$ cat config.mk
export PLATFORM = sky130hd
export DESIGN_NAME = hpi_access_ctrl
export DESIGN_NICKNAME = d
export VERILOG_FILES = /design/src/rtl/hpi_pkg.sv /design/src/rtl/hpi_rr_arb.sv /design/src/rtl/hpi_access_ctrl.sv
export SDC_FILE = /design/constraint.sdc
export NUM_CORES = 1
export LEC_CHECK = 0
export BUFFER_PORTS_ARGS = -buffer_cell sky130_fd_sc_hd__clkbuf_2
export CORE_MARGIN = 1.5
export CORE_UTILIZATION = 46
export CTS_CLUSTER_DIAMETER = 200
export DETAILED_ROUTE_END_ITERATION = 6
export HOLD_SLACK_MARGIN = 0.1
export PLACE_DENSITY_LB_ADDON = 0.05
export SYNTH_ARGS = -nofsm -noshare
export SYNTH_HDL_FRONTEND = slang
export SYNTH_HIERARCHICAL = 1
export SYNTH_SLANG_ARGS = --single-unit
export TNS_END_PERCENT = 20
$ cat constraint.sdc
create_clock -name Clk -period 2.1 [get_ports Clk]
set_input_delay 0.42 -clock Clk [delete_from_list [all_inputs] [get_ports Clk]]
set_output_delay 0.42 -clock Clk [all_outputs]
set_load 0.02 [all_outputs]
$ cat src/rtl/hpi_pkg.sv
// Shared types and constants for the EZ-OTG HPI access sequencer.
package hpi_pkg;

    localparam int unsigned CNT_W = 16;

    typedef enum logic [2:0] {
        RST_OTG,
        IDLE,
        SETUP,
        STROBE,
        HOLD,
        DONE
    } hpi_state_t;

    localparam logic [1:0] HPI_DATA    = 2'd0;
    localparam logic [1:0] HPI_MAILBOX = 2'd1;
    localparam logic [1:0] HPI_ADDR    = 2'd2;
    localparam logic [1:0] HPI_STATUS  = 2'd3;

endpackage

$ cat src/rtl/hpi_rr_arb.sv
// Two-way round-robin arbiter; the pointer moves past the winner on update.
module hpi_rr_arb
    import hpi_pkg::*;
(
    input  logic       Clk,
    input  logic       Reset,
    input  logic [1:0] req,
    input  logic       update,
    output logic [1:0] gnt
);

    // prio_q = 0: port 0 wins a tie; 1: port 1 wins a tie
    logic prio_q;
    logic prio_d;

    always_comb begin
        gnt    = req;
        prio_d = prio_q;
        if (req == 2'b11) begin
            gnt = prio_q ? 2'b10 : 2'b01;
        end
        if (update && gnt[0]) begin
            prio_d = 1'b1;
        end else if (update && gnt[1]) begin
            prio_d = 1'b0;
        end
    end

    always_ff @(posedge Clk or posedge Reset) begin
        if (Reset) begin
            prio_q <= 1'b0;
        end else begin
            prio_q <= prio_d;
        end
    end

endmodule

$ cat src/rtl/hpi_access_ctrl.sv
// HPI transaction sequencer: arbitrates two requesters, times CS/RD/WR strobes
// and runs the OTG chip reset sequence after reset or on request.
module hpi_access_ctrl
    import hpi_pkg::*;
#(
    parameter int unsigned SETUP_CYCLES  = 2,
    parameter int unsigned STROBE_CYCLES = 4,
    parameter int unsigned HOLD_CYCLES   = 2,
    parameter logic [15:0] RST_CYCLES    = 16'd1000
) (
    input  logic        Clk,
    input  logic        Reset,
    input  logic [1:0]  req,
    input  logic [1:0]  req_we,
    input  logic [1:0]  req_addr0,
    input  logic [1:0]  req_addr1,
    input  logic [15:0] req_wdata0,
    input  logic [15:0] req_wdata1,
    input  logic        otg_reset_req,
    output logic [1:0]  ack,
    output logic [15:0] rdata,
    output logic        ready,
    output logic [1:0]  sw_address,
    output logic [15:0] sw_data_out,
    input  logic [15:0] sw_data_in,
    output logic        sw_r,
    output logic        sw_w,
    output logic        sw_cs,
    output logic        sw_reset
);

    localparam logic [CNT_W-1:0] SETUP_LOAD  = CNT_W'(SETUP_CYCLES - 1);
    localparam logic [CNT_W-1:0] STROBE_LOAD = CNT_W'(STROBE_CYCLES - 1);
    localparam logic [CNT_W-1:0] HOLD_LOAD   = CNT_W'(HOLD_CYCLES - 1);
    localparam logic [CNT_W-1:0] RST_LOAD    = RST_CYCLES - 16'd1;
    // second HOLD cycle: pin data of the last strobe-low cycle has arrived
    localparam logic [CNT_W-1:0] HOLD_CAP    = CNT_W'(HOLD_CYCLES - 2);

    hpi_state_t       state_q, state_d;
    logic [CNT_W-1:0] cnt_q, cnt_d;
    logic             pend_q, pend_d;
    logic             port_q, port_d;
    logic             we_q, we_d;
    logic [1:0]       addr_q, addr_d;
    logic [15:0]      wdata_q, wdata_d;
    logic [15:0]      rdata_q, rdata_d;
    logic [1:0]       ack_q, ack_d;
    logic             ready_q, ready_d;
    logic             cs_n_q, cs_n_d;
    logic             r_n_q, r_n_d;
    logic             w_n_q, w_n_d;
    logic             rst_n_q, rst_n_d;
    logic [1:0]       gnt;
    logic             arb_update;

    hpi_rr_arb u_arb (
        .Clk    (Clk),
        .Reset  (Reset),
        .req    (req),
        .update (arb_update),
        .gnt    (gnt)
    );

    // Next state, shared counter and transaction registers
    always_comb begin
        state_d    = state_q;
        cnt_d      = cnt_q;
        pend_d     = pend_q | otg_reset_req;
        port_d     = port_q;
        we_d       = we_q;
        addr_d     = addr_q;
        wdata_d    = wdata_q;
        rdata_d    = rdata_q;
        arb_update = 1'b0;

        unique case (state_q)
            IDLE: begin
                if (pend_q) begin
                    state_d = RST_OTG;
                    cnt_d   = RST_LOAD;
                    pend_d  = otg_reset_req;
                end else if (req != 2'b00) begin
                    arb_update = 1'b1;
                    state_d    = SETUP;
                    cnt_d      = SETUP_LOAD;
                    port_d     = gnt[1];
                    we_d       = gnt[1] ? req_we[1]  : req_we[0];
                    addr_d     = gnt[1] ? req_addr1  : req_addr0;
                    wdata_d    = gnt[1] ? req_wdata1 : req_wdata0;
                end
            end
            RST_OTG: begin
                if (cnt_q == '0) begin
                    state_d = IDLE;
                end else begin
                    cnt_d = cnt_q - 16'd1;
                end
            end
            SETUP: begin
                if (cnt_q == '0) begin
                    state_d = STROBE;
                    cnt_d   = STROBE_LOAD;
                end else begin
                    cnt_d = cnt_q - 16'd1;
                end
            end
            STROBE: begin
                if (cnt_q == '0) begin
                    state_d = HOLD;
                    cnt_d   = HOLD_LOAD;
                end else begin
                    cnt_d = cnt_q - 16'd1;
                end
            end
            HOLD: begin
                if ((cnt_q == HOLD_CAP) && !we_q) begin
                    rdata_d = sw_data_in;
                end
                if (cnt_q == '0) begin
                    state_d = DONE;
                end else begin
                    cnt_d = cnt_q - 16'd1;
                end
            end
            DONE: begin
                state_d = IDLE;
            end
            default: begin
                state_d = IDLE;
            end
        endcase

        cs_n_d  = !(state_d inside {SETUP, STROBE, HOLD});
        r_n_d   = !((state_d == STROBE) && !we_d);
        w_n_d   = !((state_d == STROBE) && we_d);
        rst_n_d = (state_d != RST_OTG);
        ack_d   = (state_d == DONE) ? (port_d ? 2'b10 : 2'b01) : 2'b00;
        ready_d = (state_d == IDLE) && !pend_d;
    end

    // Reset leaves a pending OTG reset so the sequence starts on the first clock
    always_ff @(posedge Clk or posedge Reset) begin
        if (Reset) begin
            state_q <= IDLE;
            cnt_q   <= '0;
            pend_q  <= 1'b1;
            port_q  <= 1'b0;
            we_q    <= 1'b0;
            addr_q  <= '0;
            wdata_q <= '0;
            rdata_q <= '0;
            ack_q   <= '0;
            ready_q <= 1'b0;
            cs_n_q  <= 1'b1;
            r_n_q   <= 1'b1;
            w_n_q   <= 1'b1;
            rst_n_q <= 1'b1;
        end else begin
            state_q <= state_d;
            cnt_q   <= cnt_d;
            pend_q  <= pend_d;
            port_q  <= port_d;
            we_q    <= we_d;
            addr_q  <= addr_d;
            wdata_q <= wdata_d;
            rdata_q <= rdata_d;
            ack_q   <= ack_d;
            ready_q <= ready_d;
            cs_n_q  <= cs_n_d;
            r_n_q   <= r_n_d;
            w_n_q   <= w_n_d;
            rst_n_q <= rst_n_d;
        end
    end

    assign ack         = ack_q;
    assign rdata       = rdata_q;
    assign ready       = ready_q;
    assign sw_address  = addr_q;
    assign sw_data_out = wdata_q;
    assign sw_r        = r_n_q;
    assign sw_w        = w_n_q;
    assign sw_cs       = cs_n_q;
    assign sw_reset    = rst_n_q;

endmodule

==> results of run 1 <==
[what timing repair did]
action                                  CTS  global route
setup buffers                             0             4
hold buffers                              1             0
endpoints found under the hold margin     1             0
gates resized for setup                   0             8
endpoints found under the setup margin    0            25
[through the flow]
| step | std cells | utilization [%] | setup WS (ps) | power (µW) | cell area, µm² |
|---|---|---|---|---|---|
| after detailed placement | 478 | 57.39 | 40.28 | 1580 | 3877 |
| after global routing | 500 | 61.37 | 1.317 | 2710 | 4146 |
| after CTS | 495 | 60.46 | 31.62 | 2636 | 4085 |
| final | 500 | 61.37 | 121.6 | 2611 | 4146 |
| after floorplan | 293 | - | 120.2 | 1458 | 3199 |
| after global placement | 478 | 57.39 | 119.8 | 1574 | 3877 |
[cell type report]
type | instances | area [µm²] | share of cell area (%)
clock buffers | 11 | 141.4 | 3.410
clock inverters | 5 | 56.30 | 1.358
inverters | 7 | 26.28 | 0.6337
multi-input cells | 207 | 1500 | 36.18
flip-flops and latches | 64 | 1609 | 38.80
well taps | 80 | 100.1 | 2.414
repair buffers | 126 | 713.2 | 17.20
[power breakdown]
part,switching (µW),internal [µW]
clock network,478,578
registers,22.6,1280
logic,144,112
[worst register-to-register path, stage by stage (launching register included)]
cell     delay, ps
dfrtp_1        390
inv_2           80
ha_2           170
nor4b_4        200
and4_4         300
nand3_4        130
nor2_8         230
mux2_2         360
[final timing paths]
kind                                 to  slack [ps]  depth (start not counted)
min reg2reg                   rdata[14]         480                          1
min                           rdata[14]         280                          2
max in group asynchronous      sw_reset         860                          4
min in group asynchronous  u_arb/prio_q         470                          3
max reg2reg                    rdata[7]         120                          7
max                            rdata[7]         120                          7
[layer usage]
layer	vias to the layer above	track usage, %
li1	1309	-
met1	1242	24.30
met2	61	33.03
met3	7	4.857
met4	0	8.065
met5	-	0
[flip-flops by register name, indices dropped and copies added (netlist names), 2 cells and up]
name	cells
state_q	3
rdata	16
ack	2
cnt_q	16
sw_data_out	16
sw_address	2
==> metrics.yaml, run 1 <==
clocking:
  h-tree-depth: 3
  cts_buffers: 9
  clock_latency_ps: 350
  cts_sinks: 64
  cts_tree: "done"
  cts_buffer_depth: 2
  clockRootBuffer: "clkbuf_8"
  path_clk_slew_ps: 70
timing:
  setup_viol: 0
  fin_setup_tns_ps: 0
  hold_violations: 0
  whs_ps: 282.3
  slew_headroom_pct: 63.46
  clock_skew_ps: 9.289
  min_period_over_period_pct: 94.21
  min_period_ps: 1978
  tightest_slew_ps: 548.1
  drv_slew: 0
  fmax_mhz: 505.5
  grt_setup_unrepaired: "no"
floorplan:
  initial_core_util_pct: 47.35
  die_w_um: 86.40
  io_pins: 100
  dieArea_um2: 7464
  die_h_um: 86.40
  core_area_um2: 6756
  rows: 30
detailed_routing:
  vias: 2619
  route.detailed.drc: 0
  wl_met1_um: 3228
  dr.pass1.iters: 4
  route.met2.wl_um: 3501
  viasPerCell: 5.238
  drtIter0Drc: 112
  wire_per_inst_um: 14.23
  drt-total-wl_um: 7117
  highest_layer: "met4"
  met3WireLength_um: 300
  final_antenna_net_count: 0
global_route:
  grt_pass1_wl_um: 11380
  first_global_vias: 2503
  grt_max_degree: 39
  grt_usage_pct: 19.66
  grt-ovfl-total: 0
  antenna_found_initial: 0
outcome:
  status: "finished clean"
worst_setup_path:
  criticalPathCategory: "reg2reg"
  cp_slowest_stage_delay_ps: 390
  path_buf_inv: 1
  crit_fanout: 8
  cp_cell_sequence: "inv_2, ha_2, nor4b_4, and4_4, nand3_4, nor2_8, mux2_2"
  cp.required_ps: 2330
  critical_path.top_delay_family: "simple AND/OR/NAND/NOR gates"
  slowest_stage: "dfrtp_1"
  cp-end-kind: "flop"
  critPathLaunch: "cnt_q[1]"
  crit_arrival_ps: 2210
  start_kind: "flop"
  rr_startpoint: "cnt_q[1]"
synthesis:
  synth_nets: 354
  netlist_area_um2: 3199
  synth_cells: 293
  avgSynthCellArea_um2: 10.92
  ys.warnings.count: 6
placement:
  port_buffers: 99
  gp_congestion: 0.7971
  dpl.hpwl_um: 5182
cells_and_area:
  n_antenna_cell: 0
  final_common_cell: "clkbuf_2"
  n_fill_cell: 585
  area_growth_pct: 29.61
  drive_above_1_share_pct: 42.62
  nets: 476
  final_cell_mix: "clkbuf_2 (99), dfrtp_1 (58), nor2_1 (33), a21oi_1 (29), buf_4 (25)"
worst_hold_path:
  hold_path.class: "in2reg"
  hold_start: "sw_data_in[14]"
pwr:
  p_per_area_nw_per_um2: 629.8
  peakVddDrop_uv: 559.8
  p_leak_uw: 0.002057
run:
  maxCapViolCount: 0
Power figures use the tool's default switching activity.
==> run 2, diff against run 1 <==
CORE_MARGIN = not set   (was 1.5)
CORE_UTILIZATION = 49   (was 46)
clock period = 2 ns   (was 2.1 ns; I/O delays follow)
==> run 2 against run 1 <==
Effect of this change: maximum frequency shrank 1.4%; clock power shrank 13%; the flow now finishes with violations (setup timing); cell count is the same; register-to-register slack lost 130 ps; first-iteration DRC count shrank 1.8%; via count grew 0.50%.
==> metrics.yaml, run 2 (synthesis gave the netlist of run 1 again) <==
worst_setup_path:
  cp.required_ps: 2220  # was 2330 ps
  slowest_stage: "nor4_4"  # was dfrtp_1
  cp_cell_sequence: "nor4_4, and4_4, nand3_4, nor2_8, mux2_2"  # was inv_2, ha_2, nor4b_4, and4_4, nand3_4, nor2_8, mux2_2
  crit_arrival_ps: 2230  # was 2210 ps
  criticalPathCategory: "reg2reg"  # unchanged
  cp-end-kind: "flop"  # unchanged
  r2r-end: "rdata[12]"  # was rdata[7]
  cp_slowest_stage_delay_ps: 420  # was 390 ps
  rr_startpoint: "cnt_q[10]"  # was cnt_q[1]
  r2r_setup_slack_ps: -6  # was 120 ps
  start_kind: "flop"  # unchanged
  crit_fanout: 16  # was 8
  worstRegToRegCells: 5  # was 7
pwr:
  pwr-share-comb_pct: 10.5  # was 9.8%
  p_int_uw: 1897  # was 1966 µW
  p_per_area_nw_per_um2: 611.6  # was 629.8 nW/µm²
  seq_power_share_pct: 53.4  # was 49.7%
  peakVddDrop_uv: 557.9  # was 559.8 µV
  p_switching_uw: 650.9  # was 645.0 µW
  p_leak_uw: 0.002063  # was 0.002057 µW
  power.share.clock_pct: 36.1  # was 40.5%
  fin_total_pwr_uw: 2548  # was 2611 µW
  swShare_pct: 25.54  # was 24.70%
cells_and_area:
  n_antenna_cell: 0  # unchanged
  postLayoutCoreUtil_pct: 65.99  # was 61.37%
  area_growth_pct: 30.23  # was 29.61%
  nets: 479  # was 476
  final_common_cell: "clkbuf_2"  # unchanged
  drive_above_1_share_pct: 43.03  # was 42.62%
  final_cell_mix: "clkbuf_2 (99), dfrtp_1 (58), nor2_1 (33), a21oi_1 (27), buf_4 (26)"  # was clkbuf_2 (99), dfrtp_1 (58), nor2_1 (33), a21oi_1 (29), buf_4 (25)
  n_fill_cell: 525  # was 585
outcome:
  violations: "setup timing"
  status: "finished, violations left"  # was finished clean
timing:
  fin_setup_tns_ps: -10.75  # was 0 ps
  tightest_slew_ps: 534.9  # was 548.1 ps
  setup_slack_ps: -5.999  # was 121.6 ps
  fmax_mhz: 498.5  # was 505.5 MHz
  min_period_ps: 2006  # was 1978 ps
  drv_slew: 0  # unchanged
  clock_skew_ps: 9.367  # was 9.289 ps
  grt_setup_unrepaired: "yes"  # was no
  slew_headroom_pct: 64.34  # was 63.46%
  hold_violations: 0  # unchanged
  setup_viol: 2  # was 0
  min_period_over_period_pct: 100.3  # was 94.21%
detailed_routing:
  dr.pass1.iters: 4  # unchanged
  final_antenna_net_count: 0  # unchanged
  drtIter0Drc: 110  # was 112
  vias: 2632  # was 2619
  drt-total-wl_um: 6808  # was 7117 µm
  route.detailed.drc: 0  # unchanged
  viasPerCell: 5.264  # was 5.238
  wire_per_inst_um: 13.62  # was 14.23 µm
worst_hold_path:
  hold_start: "sw_data_in[2]"  # was sw_data_in[14]
  hold_depth: 2  # unchanged
  hold_path.class: "in2reg"  # unchanged
  min_to: "rdata[2]"  # was rdata[14]
global_route:
  grt_max_degree: 64  # was 39
  antenna_found_initial: 0  # unchanged
  grt-ovfl-total: 0  # unchanged
  first_global_vias: 2530  # was 2503
  grt_usage_pct: 21.30  # was 19.66%
  grt_pass1_wl_um: 11610  # was 11380 µm
placement:
  port_buffers: 99  # unchanged
  gp_congestion: 0.8066  # was 0.7971
  dpl.hpwl_um: 5005  # was 5182 µm
floorplan:
  core_area_um2: 6314  # was 6756 µm²
  dieArea_um2: 6857  # was 7464 µm²
  rows: 29  # was 30
  io_pins: 100  # unchanged
  die_h_um: 82.81  # was 86.40 µm
  die_w_um: 82.81  # was 86.40 µm
  initial_core_util_pct: 50.67  # was 47.35%
clocking:
  cts_buffers: 9  # unchanged
  cts_buffer_depth: 2  # unchanged
  cts_sinks: 64  # unchanged
  post_cts_buffers: 0  # unchanged
  clockRootBuffer: "clkbuf_8"  # unchanged
  clock_latency_ps: 340  # was 350 ps
  path_clk_slew_ps: 70  # about the same
  h-tree-depth: 3  # unchanged
  cts_tree: "done"  # unchanged
run:
  maxCapViolCount: 0  # unchanged
[run 2: cell types whose count changed in the layout (fill, tap and decap cells not counted), moves of 2 or more]
cell      previous run  this run
clkinv_2             2         4
a21oi_1             29        27
mux2_1               6        10
mux2_4               4         0
buf_6                0         2
[run 2: what timing repair did]
action | CTS | global route
setup endpoints to repair | 0 | 29
hold buffers | 1 | 0
resized for setup | 0 | 13
hold endpoints to repair | 1 | 0
[run 2: per-stage QoR]
step	area [µm²]	worst slack (ps)	std cells	hold slack, ps
6_report	4167	-5.999	500	271.6
3_5_place_dp	3939	23.61	482	242.5
3_3_place_gp	3939	71.00	482	239.8
4_1_cts	4113	24.00	499	254.9
5_1_grt	4167	-104.9	500	255.3
2_1_floorplan	3199	25.51	293	128.7
[run 2: worst max path at each step]
| stage | to | cells past startpoint | start | slack (ps) |
|---|---|---|---|---|
| 4_1_cts | rdata[12] | 7 | cnt_q[0] | 20 |
| 3_5_place_dp | rdata[12] | 7 | cnt_q[0] | 20 |
| 5_1_grt | rdata[12] | 5 | cnt_q[10] | -100 |
| 2_1_floorplan | rdata[0] | 8 | cnt_q[0] | 30 |
| 6_report | rdata[12] | 5 | cnt_q[10] | -6 |
| 3_3_place_gp | rdata[7] | 7 | cnt_q[0] | 70 |
[run 2: critical path, delay by kind of cell, from the launching register on]
kind / cells / cell delay (ps)
AND/OR/NAND/NOR: 4 / 1100
multiplexers: 1 / 380
flip-flops: 1 / 410
[run 2: layout make-up]
class | count | area (µm²) | share of cell area [%]
Multi-Input combinational cell | 206 | 1508 | 36.19
Clock inverter | 6 | 36.28 | 0.8709
Sequential cell | 64 | 1609 | 38.62
Timing Repair Buffer | 130 | 763.2 | 18.32
Clock buffer | 10 | 127.6 | 3.063
Inverter | 7 | 26.28 | 0.6306
Tap cell | 77 | 96.34 | 2.312
[run 2: power groups by stage]
stage	sequential, µW	combinational [µW]	clock [µW]
finish	1360	267	920
global route	1370	296	1020
CTS	1360	272	953
detailed placement	1390	270	0
global placement	1380	264	0
floorplan	1430	96.6	0
[run 2: layer usage]
| metal | wire length [µm] | GRT usage [%] | part of all wire (%) |
|---|---|---|---|
| met3 | 325 | 5.865 | 4.8 |
| met1 | 3114 | 27.80 | 46 |
| met5 | 0 | 0 | 0 |
| met2 | 3314 | 34.65 | 49 |
| met4 | 54 | 6.583 | 0.79 |
==> run 3, diff against run 2 <==
ABC_AREA = 1   (was not set)
GPL_TIMING_DRIVEN = 0   (was not set)
==> run 3 against run 2 <==
Effect of this change: the run now ends clean; total power rose by 11%; maximum frequency rose by 12%; combinational power fell by 3%; flip-flop and latch count did not move; critical endpoint is now cnt_q[2]; highest routed layer unchanged.
==> metrics.yaml, run 3 <==
clocking:
  h-tree-depth: 3  # unchanged
  clockRootBuffer: "clkbuf_8"  # unchanged
  clock_latency_ps: 330  # was 340 ps
  path_clk_slew_ps: 70  # about the same
  cts_buffer_depth: 2  # unchanged
  cts_tree: "done"  # unchanged
  post_cts_buffers: 0  # unchanged
  cts_sinks: 64  # unchanged
  cts_buffers: 9  # unchanged
synthesis:
  avgSynthCellArea_um2: 8.288  # was 10.92 µm²
  netlist_area_um2: 3174  # was 3199 µm²
  synth_cells: 383  # was 293
  synth_nets: 444  # was 354
  ys.warnings.count: 6  # unchanged
global_route:
  met1_usage_pct: 30.21  # was 27.80%
  grt_usage_pct: 22.60  # was 21.30%
  antenna_found_initial: 0  # unchanged
  grt_pass1_wl_um: 11610  # unchanged
  grt_use_met2_pct: 36.45  # was 34.65%
  busiest_layer: "met2"  # unchanged
  first_global_vias: 2660  # was 2530
  grtUsageMet3_pct: 4.835  # was 5.865%
  grt-ovfl-total: 0  # unchanged
  grt_max_degree: 44  # was 64
timing:
  fin_setup_tns_ps: 0  # was -10.75 ps
  hold_violations: 0  # unchanged
  grt_setup_unrepaired: "no"  # was yes
  fmax_mhz: 556.2  # was 498.5 MHz
  slew_headroom_pct: 60.79  # was 64.34%
  min_period_over_period_pct: 89.90  # was 100.3%
  min_period_ps: 1798  # was 2006 ps
  tightest_slew_ps: 585.6  # was 534.9 ps
  setup_viol: 0  # was 2
  drv_slew: 0  # unchanged
  clock_skew_ps: 6.194  # was 9.367 ps
worst_setup_path:
  cp_common_cell: "o21ai_1"
  cp_slowest_stage_delay_ps: 420  # about the same
  path_buf_inv: 3  # was 0
  start_kind: "flop"  # unchanged
  cp.required_ps: 2210  # was 2220 ps
  criticalPathCategory: "reg2reg"  # unchanged
  cp_cell_sequence: "inv_1, ha_1, nand3_1, nor2_2, nand3_4, nand2_8, inv_4, buf_6, o21ai_1, o21ai_1"  # was nor4_4, and4_4, nand3_4, nor2_8, mux2_2
  crit_fanout: 10  # was 16
  crit_arrival_ps: 2010  # was 2230 ps
  slowest_stage: "dfrtp_1"  # was nor4_4
  critical_path.top_delay_family: "simple AND/OR/NAND/NOR gates"  # unchanged
  cp-end-kind: "flop"  # unchanged
pwr:
  peakVddDrop_uv: 480.3  # was 557.9 µV
  p_leak_uw: 0.002035  # was 0.002063 µW
  p_per_area_nw_per_um2: 702.6  # was 611.6 nW/µm²
cells_and_area:
  postLayoutCoreUtil_pct: 65.78  # was 65.99%
  fin_cells: 575  # was 500
  final_cell_mix: "clkbuf_2 (100), nand2_1 (95), dfrtp_1 (58), nor2_1 (52), inv_1 (41)"  # was clkbuf_2 (99), dfrtp_1 (58), nor2_1 (33), a21oi_1 (27), buf_4 (26)
  n_antenna_cell: 0  # unchanged
  area_growth_pct: 26.33  # was 30.23%
  final_common_cell: "clkbuf_2"  # unchanged
  drive_above_1_share_pct: 30.80  # was 43.03%
  nets: 556  # was 479
detailed_routing:
  final_antenna_net_count: 0  # unchanged
  viasPerCell: 4.831  # was 5.264
  dr.pass1.iters: 5  # was 4
  route.detailed.drc: 0  # unchanged
  vias: 2778  # was 2632
  drt-total-wl_um: 6790  # was 6808 µm
  wire_per_inst_um: 11.81  # was 13.62 µm
  drtIter0Drc: 174  # was 110
floorplan:
  rows: 28  # was 29
  core_area_um2: 6096  # was 6314 µm²
  die_w_um: 82.49  # was 82.81 µm
  io_pins: 100  # unchanged
  initial_core_util_pct: 52.07  # was 50.67%
  dieArea_um2: 6804  # was 6857 µm²
  die_h_um: 82.49  # was 82.81 µm
worst_hold_path:
  hold_path.class: "in2reg"  # unchanged
placement:
  gp_congestion: 0.8554  # was 0.8066
  dpl.cell_count: 558  # was 482
  dpl.hpwl_um: 5070  # was 5005 µm
  port_buffers: 99  # unchanged
outcome:
  status: "finished clean"  # was finished, violations left
run:
  maxCapViolCount: 0  # unchanged
[run 3: cell types whose count changed in the layout (fill, tap and decap cells not counted), sizes merged, moves of 5 or more]
cell and change:
mux2i -19, a21oi -28, a22o -6, nand3 +15, mux2 -17, buf -21, nor4 -6, o21ai +20
nand2 +88, nor2 +24, nor3 -5, inv +38, a31oi +17
[run 3: cell type report]
type | instances | area (µm²)
Sequential cell | 64 | 1609
Clock buffer | 10 | 127.6
Clock inverter | 6 | 85.08
Buffer | 11 | 78.83
Timing Repair Buffer | 101 | 525.5
Fill cell | 552 | 2086
Tap cell | 75 | 93.84
Inverter | 47 | 178.9
Multi-Input combinational cell | 261 | 1311
[run 3: worst reg2reg max path: stages (launching register included)]
cell and delay [ps]:
dfrtp_1 420, inv_1 90, ha_1 180, nand3_1 90, nor2_2 210, nand3_4 140, nand2_8 120, inv_4 70
buf_6 150, o21ai_1 120, o21ai_1 80
[run 3: metal layers]
layer	wire, µm	share of wire, %
met4	85	1.3
met1	3331	49
met3	354	5.2
met5	0	0
met2	3018	44
[run 3: worst paths after layout]
check                                    from            to  slack [ps]  cells past startpoint
worst max-delay path                 cnt_q[0]      cnt_q[2]         200                     10
worst min-delay path            sw_data_in[2]      rdata[2]         280                      3
worst max register to register       cnt_q[0]      cnt_q[2]         200                     10
worst min register to register       rdata[2]      rdata[2]         490                      2
max in group asynchronous               Reset         sw_cs         730                      4
min in group asynchronous               Reset  u_arb/prio_q         460                      3
[run 3: repair_timing]
item | in CTS | in global routing
hold endpoints to repair | 15 | 0
hold buffers | 1 | 0
resized for setup | 0 | 3
setup endpoints to repair | 0 | 3
[run 3: per-stage QoR]
stage | total power, µW | hold WS (ps) | area [µm²] | setup slack, ps
final | 2817 | 276.7 | 4010 | 202.0
after global routing | 2931 | 261.1 | 4010 | 24.22
after CTS | 2841 | 266.3 | 4006 | 167.6
after detailed placement | 1644 | 247.9 | 3784 | 53.47
after global placement | 1636 | 237.8 | 3764 | -773.2
after floorplan | 1523 | 128.7 | 3174 | 40.18
[run 3: power by group]
group / internal, µW / leakage (µW) / total, µW / switching [µW]
Clock: 698 / 0.000102 / 1200 / 503
Combinational: 106 / 0.00125 / 258 / 152
Sequential: 1340 / 0.000682 / 1360 / 20.1
Total: 2140 / 0.00204 / 2820 / 675
